--- config.mk ---
export PLATFORM = sky130hd
export DESIGN_NAME = seg_pipe_adder
export DESIGN_NICKNAME = d
export VERILOG_FILES = /design/src/rtl/adder_pkg.sv /design/src/rtl/seg_adder_stage.sv /design/src/rtl/seg_pipe_adder.sv
export SDC_FILE = /design/constraint.sdc
export NUM_CORES = 1
export LEC_CHECK = 0
export BUFFER_PORTS_ARGS = -buffer_cell sky130_fd_sc_hd__buf_2
export CORE_MARGIN = 2
export CORE_UTILIZATION = 50
export DETAILED_ROUTE_END_ITERATION = 10
export GPL_TIMING_DRIVEN = 1
export PLACE_DENSITY = 0.68
export SYNTH_ARGS = -nofsm -noshare
export SYNTH_HDL_FRONTEND = slang
export SYNTH_HIERARCHICAL = 1
export SYNTH_SLANG_ARGS = --single-unit
--- constraint.sdc ---
create_clock -name clk -period 6.59 [get_ports clk]
set_input_delay 0.659 -clock clk [delete_from_list [all_inputs] [get_ports clk]]
set_output_delay 0.659 -clock clk [all_outputs]
set_load 0.03 [all_outputs]
--- src/rtl/adder_pkg.sv ---
// Shared constants and helpers for the segmented pipelined adder.
// Also holds the WIDTH/SEG legality check used at elaboration.
package adder_pkg;

    localparam int ADD_WIDTH = 16;
    localparam int ADD_SEG   = 4;

    function automatic int num_stages(input int w, input int s);
        return w / s;
    endfunction

    function automatic bit seg_ok(input int w, input int s);
        return (s > 0) && (w >= s) && ((w % s) == 0);
    endfunction

    localparam bit DEFAULT_CFG_OK = seg_ok(ADD_WIDTH, ADD_SEG);

endpackage

--- src/rtl/seg_adder_stage.sv ---
// SEG-bit combinational ripple slice built from fa_cell.
// One slice is resolved per pipeline stage of seg_pipe_adder.
module fa_cell (
    input  logic a,
    input  logic b,
    input  logic cin,
    output logic s,
    output logic co
);
    assign s  = a ^ b ^ cin;
    assign co = (a & b) | (cin & (a ^ b));
endmodule

module seg_adder_stage
    import adder_pkg::*;
#(
    parameter int SEG = ADD_SEG
) (
    input  logic [SEG-1:0] a,
    input  logic [SEG-1:0] b,
    input  logic           cin,
    output logic [SEG-1:0] sum,
    output logic           cout,
    output logic           cmsb
);
    logic [SEG:0] w_c;

    assign w_c[0] = cin;

    for (genvar i = 0; i < SEG; i++) begin : g_fa
        fa_cell u_fa (
            .a  (a[i]),
            .b  (b[i]),
            .cin(w_c[i]),
            .s  (sum[i]),
            .co (w_c[i+1])
        );
    end

    assign cout = w_c[SEG];
    assign cmsb = w_c[SEG-1];
endmodule

--- src/rtl/seg_pipe_adder.sv ---
// Pipelined ripple adder resolving SEG bits per clock with valid/ready.
// Define SEG_PIPE_ADDER_SUB_EN to add the Sub port (A + ~B + 1).
module seg_pipe_adder
    import adder_pkg::*;
#(
    parameter int WIDTH = ADD_WIDTH,
    parameter int SEG   = ADD_SEG
) (
    input  logic             clk,
    input  logic             rst_n,
    input  logic             in_valid,
    output logic             in_ready,
    input  logic [WIDTH-1:0] A,
    input  logic [WIDTH-1:0] B,
    input  logic             Cin,
`ifdef SEG_PIPE_ADDER_SUB_EN
    input  logic             Sub,
`endif
    output logic             out_valid,
    input  logic             out_ready,
    output logic [WIDTH-1:0] Sum,
    output logic             Cout,
    output logic             Ovf
);
    localparam int STAGES = num_stages(WIDTH, SEG);

    if (!seg_ok(WIDTH, SEG)) begin : g_bad_cfg
        $error("seg_pipe_adder: WIDTH must be a nonzero multiple of SEG");
    end

    // r_x[l] = {operand A bits not yet consumed, sum bits already resolved}
    logic [STAGES:0]  r_v;
    logic [STAGES:0]  r_c;
    logic [WIDTH-1:0] r_x [0:STAGES];
    logic [WIDTH-1:0] r_b [0:STAGES-1];
    logic             r_ovf;

    logic [SEG-1:0]    w_sum [0:STAGES-1];
    logic [STAGES-1:0] w_co;
    logic [STAGES-1:0] w_cm;
    logic [WIDTH-1:0]  w_b_in;
    logic              w_c_in;
    logic              w_stall;

`ifdef SEG_PIPE_ADDER_SUB_EN
    assign w_b_in = Sub ? ~B : B;
    assign w_c_in = Sub ? 1'b1 : Cin;
`else
    assign w_b_in = B;
    assign w_c_in = Cin;
`endif

    for (genvar k = 0; k < STAGES; k++) begin : g_stg
        seg_adder_stage #(.SEG(SEG)) u_stg (
            .a   (r_x[k][k*SEG +: SEG]),
            .b   (r_b[k][SEG-1:0]),
            .cin (r_c[k]),
            .sum (w_sum[k]),
            .cout(w_co[k]),
            .cmsb(w_cm[k])
        );
    end

    assign w_stall  = r_v[STAGES] && !out_ready;
    assign in_ready = !w_stall;

    always_ff @(posedge clk) begin
        if (!rst_n) begin
            r_v   <= '0;
            r_c   <= '0;
            r_ovf <= 1'b0;
            for (int l = 0; l <= STAGES; l++) r_x[l] <= '0;
            for (int l = 0; l < STAGES; l++)  r_b[l] <= '0;
        end else if (!w_stall) begin
            r_v    <= {r_v[STAGES-1:0], in_valid};
            r_c[0] <= w_c_in;
            r_x[0] <= A;
            r_b[0] <= w_b_in;
            for (int k = 0; k < STAGES; k++) begin
                r_x[k+1]               <= r_x[k];
                r_x[k+1][k*SEG +: SEG] <= w_sum[k];
                r_c[k+1]               <= w_co[k];
            end
            // B is pre-shifted so each stage always reads its low segment
            for (int k = 1; k < STAGES; k++) r_b[k] <= r_b[k-1] >> SEG;
            r_ovf <= w_cm[STAGES-1] ^ w_co[STAGES-1];
        end
    end

    assign out_valid = r_v[STAGES];
    assign Sum       = r_x[STAGES];
    assign Cout      = r_c[STAGES];
    assign Ovf       = r_ovf;
endmodule
==> Word-level counts from Yosys, hierarchy flattened <==
Memory sizes are Yosys's and may differ from the RTL's.
Cells that the tools add are included.
{ "totals": {"reg_bits": 11, "ramBits": 144, "output_inout_bits": 20, "word_cells": 119, "mem_count": 2} }
{ "mem_list": {"columns": ["memory", "words", "width", "read_ports", "rd_clocked_by_memory_dff", "wr", "line", "text"], "rows": [
  ["r_x", 5, 16, 5, 0, 5, "seg_pipe_adder.sv:34", "logic [WIDTH-1:0] r_x [0:STAGES];"],
  ["r_b", 4, 16, 4, 0, 4, "seg_pipe_adder.sv:35", "logic [WIDTH-1:0] r_b [0:STAGES-1];"]
]} }
{ "classes": {"mux": 17, "n_bitwise": 94, "reduce_logical": 3} }
{ "op_table": {"columns": ["operator", "n"], "rows": [
  ["$mux W16", 9],
  ["$xor A1 B1 Y1", 33],
  ["$and A1 B1 Y1", 32],
  ["$or A1 B1 Y1", 29],
  ["$mux W4", 4],
  ["$mux W1", 4],
  ["$logic_not A1 Y1", 2],
  ["$logic_and A1 B1 Y1", 1]
]} }

==> Logic depth before layout (Yosys ltp) <==
Gate-level depths: netlist of the first run.
{ "logic_depth": {"word_depth": 10, "depth_mapped": 6, "ltp_nobuf": 6} }

==> Cells and area by module <==
The synthesis of the first run kept the hierarchy.
{ "by_module_without_submodules": {"columns": ["mod", "n_inst", "cells_per_inst", "area_each_um2", "seq_area_each_um2"], "rows": [
  ["seg_pipe_adder", 1, 314, 4948.5, 3823.7],
  ["fa_cell", 16, 1, 20.0, 0.0]
]} }

==> Least setup slack after synthesis of the first run <==
No wires, ideal clock.
{ "synth_timing": {"path_kind": "input port to flip-flop", "from": "input port out_ready", "to": "memory r_b[0][0] (netlist bit), enable pin", "setup_ps": 1068, "arrival_time_ps": 2967, "required_time_ps": 5522, "setup_slack_ps": 2554, "path_stages": 3, "path_buffers": 1, "cell_sequence": "nor2b_4 buf_2 nand2_1"} }
{ "synth_lines": {"columns": ["item", "line", "text"], "rows": [
  ["start, declared", "seg_pipe_adder.sv:20", "input logic out_ready,"],
  ["end, declared", "seg_pipe_adder.sv:35", null]
]} }

==> Worst setup path after layout of the first run <==
{ "layout_timing": {"from": "register r_v[4]", "to": "output port in_ready"} }
{ "layout_via": {"elab_chain_cells": 2} }
{ "layout_lines": {"columns": ["item", "line", "text"], "rows": [
  ["start, declared", "seg_pipe_adder.sv:32", "logic [STAGES:0] r_v;"],
  ["start signal, assigned", "seg_pipe_adder.sv:75", "r_v <= {r_v[STAGES-1:0], in_valid};"],
  ["$logic_and A1 B1 Y1", "seg_pipe_adder.sv:64", "assign w_stall = r_v[STAGES] && !out_ready;"],
  ["$logic_not A1 Y1", null, null],
  ["end, declared", "seg_pipe_adder.sv:12", "output logic in_ready,"]
]} }
No other way between the ends.

==> summary.md, run 1 <==
| Metric | Value |
|---|---|
| Slew headroom | `39.6%` |
| # H-tree levels | `4` |
| Worst Setup End Kind | `output pin` |
| Vias in the first global route | `2,470` |
| Worst vdd ir | `0.203 mV` |
| Comb power frac | `3.1%` |
| Clock root buffer | `clkbuf_8` |
| Critical path endpoint | `in_ready` |
| Nets | `431` |
| #FFs+latches synth | `131` |
| Post-cts sizing count | `0` |
| Seq pwr share | `45.9%` |
| Die area | `11,400 um2` |
| Setup_tns | `0 ps` |
| Port bufs | `56` |
| Reg2Reg Depth | `5` |
| Site Rows | `37` |
| Net count after synthesis | `383` |
| Hold Crit Class | `primary input to register` |
| YS warnings | `6` |
| Worst-margin pin slew | `905 ps` |
| Post-synthesis cell area | `5270 um2` |
| Ports | `57` |
| Power density over cell area | `333 nW/um2` |
| WP data arrival | `2250 ps` |
| Max Cap Violations | `0` |
| DR vias | `2,659` |
| Largest net degree at the start of global routing | `133` |
| Hold Path Origin | `in_valid` |
| Die width | `107 um` |
| Minimum clock period | `2910 ps` |
| CTS Sinks | `131` |
| Syn avg cell area | `16.0 um2` |
| RePlAce Congestion | `0.684` |
| Sequential share of the synthesized area | `72.6%` |
| Die Y | `107 um` |
| Placed cell areas | `5560 um2` |
| First-pass GRT wire length | `12,000 um` |
| Clock Latency Late Sink | `520 ps` |
| CP Launch Point | `r_v[4]` |
| Post-CTS Hold Buffers | `0` |
| Number of CTS-inserted buffers | `17` |
| Final Hold Fails | `0` |
| WHS | `384 ps` |
| First-pass DRT Iterations | `4` |
| Switching Fraction | `18.0%` |
| Post-route ant nets | `0` |
| Setup Fix Bufs, Post-CTS | `0` |
| Diode count | `0` |
| Core Region | `10,300 um2` |
| Status | `finished clean` |
| Clk_skew | `18.7 ps` |
| Synth cell types | `16` |
| Layout cells sized above 1 | `23.5%` |
| Initial antenna violation count | `0` |
| Clock transition at the registers of the reported paths | `50 ps` |
| DR DRC count | `0` |
| Finished Cell Area | `6230 um2` |
| Synth Instances | `330` |
| Final Slew Violations | `0` |
| Required time worst endpoint | `5930 ps` |
| Vias/cell | `5.05` |
| Reg-to-reg setup timing slack | `4050 ps` |
| Int Power | `1.70 mW` |
| Clock power share | `50.9%` |
| Crit share post-route | `44.2%` |
| Total track usage | `13.9%` |
| Clock tree buffer depth | `2` |
| Leakage | `3.02 nW` |
| Net Sw Power | `374 uW` |
| Final WL | `7340 um` |
| RSZ-0062 raised after global routing | `false` |
| Starting Density | `51.3%` |
| Reg2reg start | `r_x[3][12]` |
| Area delta synth->final | `18.3%` |
| Worst r2r dst | `r_x[4][15]` |
| CP Launch Type | `register` |
| DR iter-0 viols | `175` |
| Most frequent cells in the layout | `120 x and3_1, 120 x edfxtp_1, 55 x buf_2` |
| TritonCTS clock tree | `built` |
| Grt total ovfl | `0` |
| Fmax | `0.343 GHz` |
| DR WL/cell | `13.9 um` |
| Critical Path Fanout Max | `89` |
| CP Class | `register to output pin` |
| Post-DP HPWL | `3900 um` |
| Setup violators final | `0` |
-- worst min-delay path by stage --
stage | cells after the start | to
3_5_place_dp | 2 | r_v[1]
6_report | 3 | r_v[0]
2_1_floorplan | 2 | r_v[0]
5_1_grt | 3 | r_c[0]
3_3_place_gp | 2 | r_v[2]
4_1_cts | 3 | r_c[0]
-- cell type report --
class                      instances  area (um2)
clock buffer                      18         418
timing repair buffer              58         298
sequential                       131        3820
fill                             807        4050
inverter                           1        6.26
tap                              136         170
clock inverter                    14         259
multi-input combinational        169        1260
-- per-stage QoR --
step                      std cells  power, mW  util (%)  worst slack (ps)
after global placement          495       1.03      54.1              3610
after global routing            527       2.14      60.6              3520
after CTS                       527       2.09      60.6              3680
after detailed placement        495       1.04      54.1              3570
final                           527       2.08      60.6              3680
after floorplan                 330       1.01         -              2550
-- Yosys cell counts, drive strengths merged --
master	instances	share of area [%]
a21boi	9	1.3
a21oi	1	0.095
and3	120	14
buf	19	2.9
clkbuf	10	0.71
dfxtp	11	4.2
edfxtp	120	68
fa	16	6.1
inv	1	0.12
nand2	19	1.4
nor2b	1	0.26
o21a	1	0.14
o21ai	1	0.095
xnor2	1	0.17
-- power by group through the flow --
stage | Combinational (mW) | Clock [mW] | Sequential, mW
floorplan | 0.0379 | 0 | 0.975
global placement | 0.0628 | 0 | 0.969
detailed placement | 0.0646 | 0 | 0.971
CTS | 0.0654 | 1.07 | 0.954
global route | 0.0732 | 1.11 | 0.957
finish | 0.0646 | 1.06 | 0.954
-- sequential cells by signal (all words and copies together) (netlist names) --
signal and cells:
r_v 5, r_b 40, Ovf 1, r_c 5, r_x 80
-- critical path: stages, from the launching register on --
cell     delay (ps)
dfxtp_1         310
nor2b_4         180
inv_4           480
buf_4           450
buf_2           270
-- per-layer routing --
layer,vias to the layer above,part of all wire (%),global-route usage (%)
li1,1326,-,-
met1,1271,48,18.9
met2,51,46,19.7
met3,11,4.5,4.98
met4,0,1.4,7.24
met5,-,0,0
-- cells by family after synthesis --
logic type | Yosys count | synth area share, %
AO/OA/AOI/OAI | 12 | 1.61
XOR/XNOR | 1 | 0.166
adder cells (fa/ha/maj) | 16 | 6.08
buffers and inverters | 30 | 3.70
flip-flops | 131 | 72.6
AND/OR/NAND/NOR | 140 | 15.9
(Power assumes the default switching activity.)
==> inputs of run 2 (changes only) <==
- PLACE_DENSITY: 0.68 -> 0.7
- clock period: 6.59 -> 2.6 ns (I/O delays scaled with it)
==> run 2 against run 1 <==
Effect of this change:
- setup slack worse by 3600 ps
- sequential power rose to 2.5 times the previous value
- highest routed layer unchanged
- critical path depth grew 1
- non-clock buffer count grew 3
- critical endpoint is now r_x[1][3]
- combinational power grew to 2.6 times the previous value
- sequential share of layout area grew 0.48 points
- via count grew 0.19%
- power rose by 140%
- cell count rose by 0.57%
- clock power is 120% higher
==> summary.md, run 2 (synthesis gave the netlist of run 1 again) <==
| Metric | Value |
|---|---|
| Post-DP HPWL | `3760 um` |
| Power density over cell area | `803 nW/um2` |
| First-pass GRT wire length | `12,500 um` |
| Clock root buffer | `clkbuf_8` |
| Number of CTS-inserted buffers | `17` |
| Core Region | `10,300 um2` |
| Clock Latency Late Sink | `510 ps` |
| Status | `finished clean` |
| Critical Path Fanout Max | `1` |
| CP Class | `register to register` |
| Reg2reg start | `r_x[0][0]` |
| Worst vdd ir | `0.500 mV` |
| Finished Cell Area | `6180 um2` |
| Nets | `434` |
| Post-route ant nets | `0` |
| First-pass DRT Iterations | `4` |
| Setup violators final | `0` |
| Clock tree buffer depth | `2` |
| Hold Crit Depth | `2` |
| Largest Register | `r_x` |
| Placed cell areas | `5560 um2` |
| Fmax | `0.397 GHz` |
| Die width | `107 um` |
| Minimum clock period | `2520 ps` |
| DR WL/cell | `14.4 um` |
| Final Slew Violations | `0` |
| Hold EP | `r_x[0][10]` |
| DR iter-0 viols | `233` |
| Worst slack, placed | `102 ps` |
| Crit path buffers/inverters | `0` |
| Vias/cell | `5.03` |
| Final Hold Fails | `0` |
| Reg-to-reg setup timing slack | `80 ps` |
| CP Launch Type | `register` |
| Worst r2r dst | `r_x[1][3]` |
| Crit share post-route | `96.9%` |
| Critical path cell sequence | `fa_1 > fa_1 > fa_1 > fa_1 > and3_1` |
| # H-tree levels | `4` |
| Max incr delay on CP | `460 ps` |
| Post-route setup slack | `81.5 ps` |
| Final WL | `7640 um` |
| Vias in the first global route | `2,524` |
| Setup_tns | `0 ps` |
| Initial antenna violation count | `0` |
| Leakage | `3.00 nW` |
| Worst-margin pin slew | `1040 ps` |
| RSZ-0062 raised after global routing | `false` |
| Ports | `57` |
| WP data arrival | `2780 ps` |
| Required time worst endpoint | `2860 ps` |
| Final core utilization | `60.2%` |
| Clk_skew | `9.61 ps` |
| Largest regs | `r_x x80, r_b x40` |
| Area delta synth->final | `17.4%` |
| Starting Density | `51.3%` |
| Clock transition at the registers of the reported paths | `60 ps` |
| Slew headroom | `30.5%` |
| Port bufs | `56` |
| Family with the most delay on the worst path | `adder cells` |
| Diode count | `0` |
| Layout cells sized above 1 | `23.6%` |
| Most common cell on crit path | `fa_1` |
| DR vias | `2,664` |
| CP max-delay cell | `fa_1` |
| Die Y | `107 um` |
| Site Rows | `37` |
| Grt total ovfl | `0` |
| Total track usage | `14.4%` |
| Hold Crit Class | `primary input to register` |
| Worst Setup End Kind | `register` |
| Largest net degree at the start of global routing | `133` |
| Max Cap Violations | `0` |
| Hold Path Origin | `A[10]` |
| RePlAce Congestion | `0.660` |
| DR DRC count | `0` |
| TritonCTS clock tree | `built` |
| CTS Sinks | `131` |
| Reg2Reg Depth | `5` |
| Largest register FFs | `80` |
| Most frequent cells in the layout | `120 x and3_1, 120 x edfxtp_1, 56 x buf_2` |
| Setup Fix Bufs, Post-CTS | `0` |
| Die area | `11,400 um2` |
==> run 2: worst max path at each step <==
stage / start / to / cells after the start
detailed placement: r_x[3][12] / r_x[4][15] / 5
global placement: r_x[3][12] / r_x[4][15] / 5
finish: r_x[0][0] / r_x[1][3] / 5
floorplan: r_x[3][12] / r_x[4][15] / 5
global route: r_x[1][4] / r_x[2][7] / 5
CTS: r_x[0][0] / r_x[1][3] / 5
==> run 2: layout make-up <==
class / instances / area [um2]
flip-flops and latches: 131 / 3820
clock inverters: 15 / 189
multi-input cells: 169 / 1260
clock buffers: 17 / 414
inverters: 1 / 6.26
well taps: 136 / 170
fillers: 763 / 4090
repair buffers: 61 / 323
==> run 2: timing repair <==
action | in CTS | in global routing
hold buffers | 2 | 0
resized for setup | 0 | 0
endpoints found under the hold margin | 2 | 0
==> run 2: where the power goes <==
group | internal (mW) | switching [mW] | leakage, nW
Clock | 1.55 | 0.836 | 0.291
Combinational | 0.0810 | 0.0851 | 1.18
Sequential | 2.39 | 0.0303 | 1.52
Total | 4.01 | 0.951 | 3.00
==> run 2: per-layer routing <==
layer	part of all wire, %	vias to the layer above	global-route usage (%)
li1	-	1330	-
met1	48	1268	20.4
met2	46	59	20.3
met3	4.9	7	5.78
met4	0.80	0	5.29
met5	0	-	0
==> run 2: metrics by stage <==
stage | total power, mW | cells | hold slack (ps)
6_report | 4.97 | 530 | 48.3
3_3_place_gp | 2.61 | 496 | 438
2_1_floorplan | 2.57 | 330 | 399
5_1_grt | 5.15 | 530 | 32.5
3_5_place_dp | 2.62 | 496 | 450
4_1_cts | 5.01 | 530 | 31.8
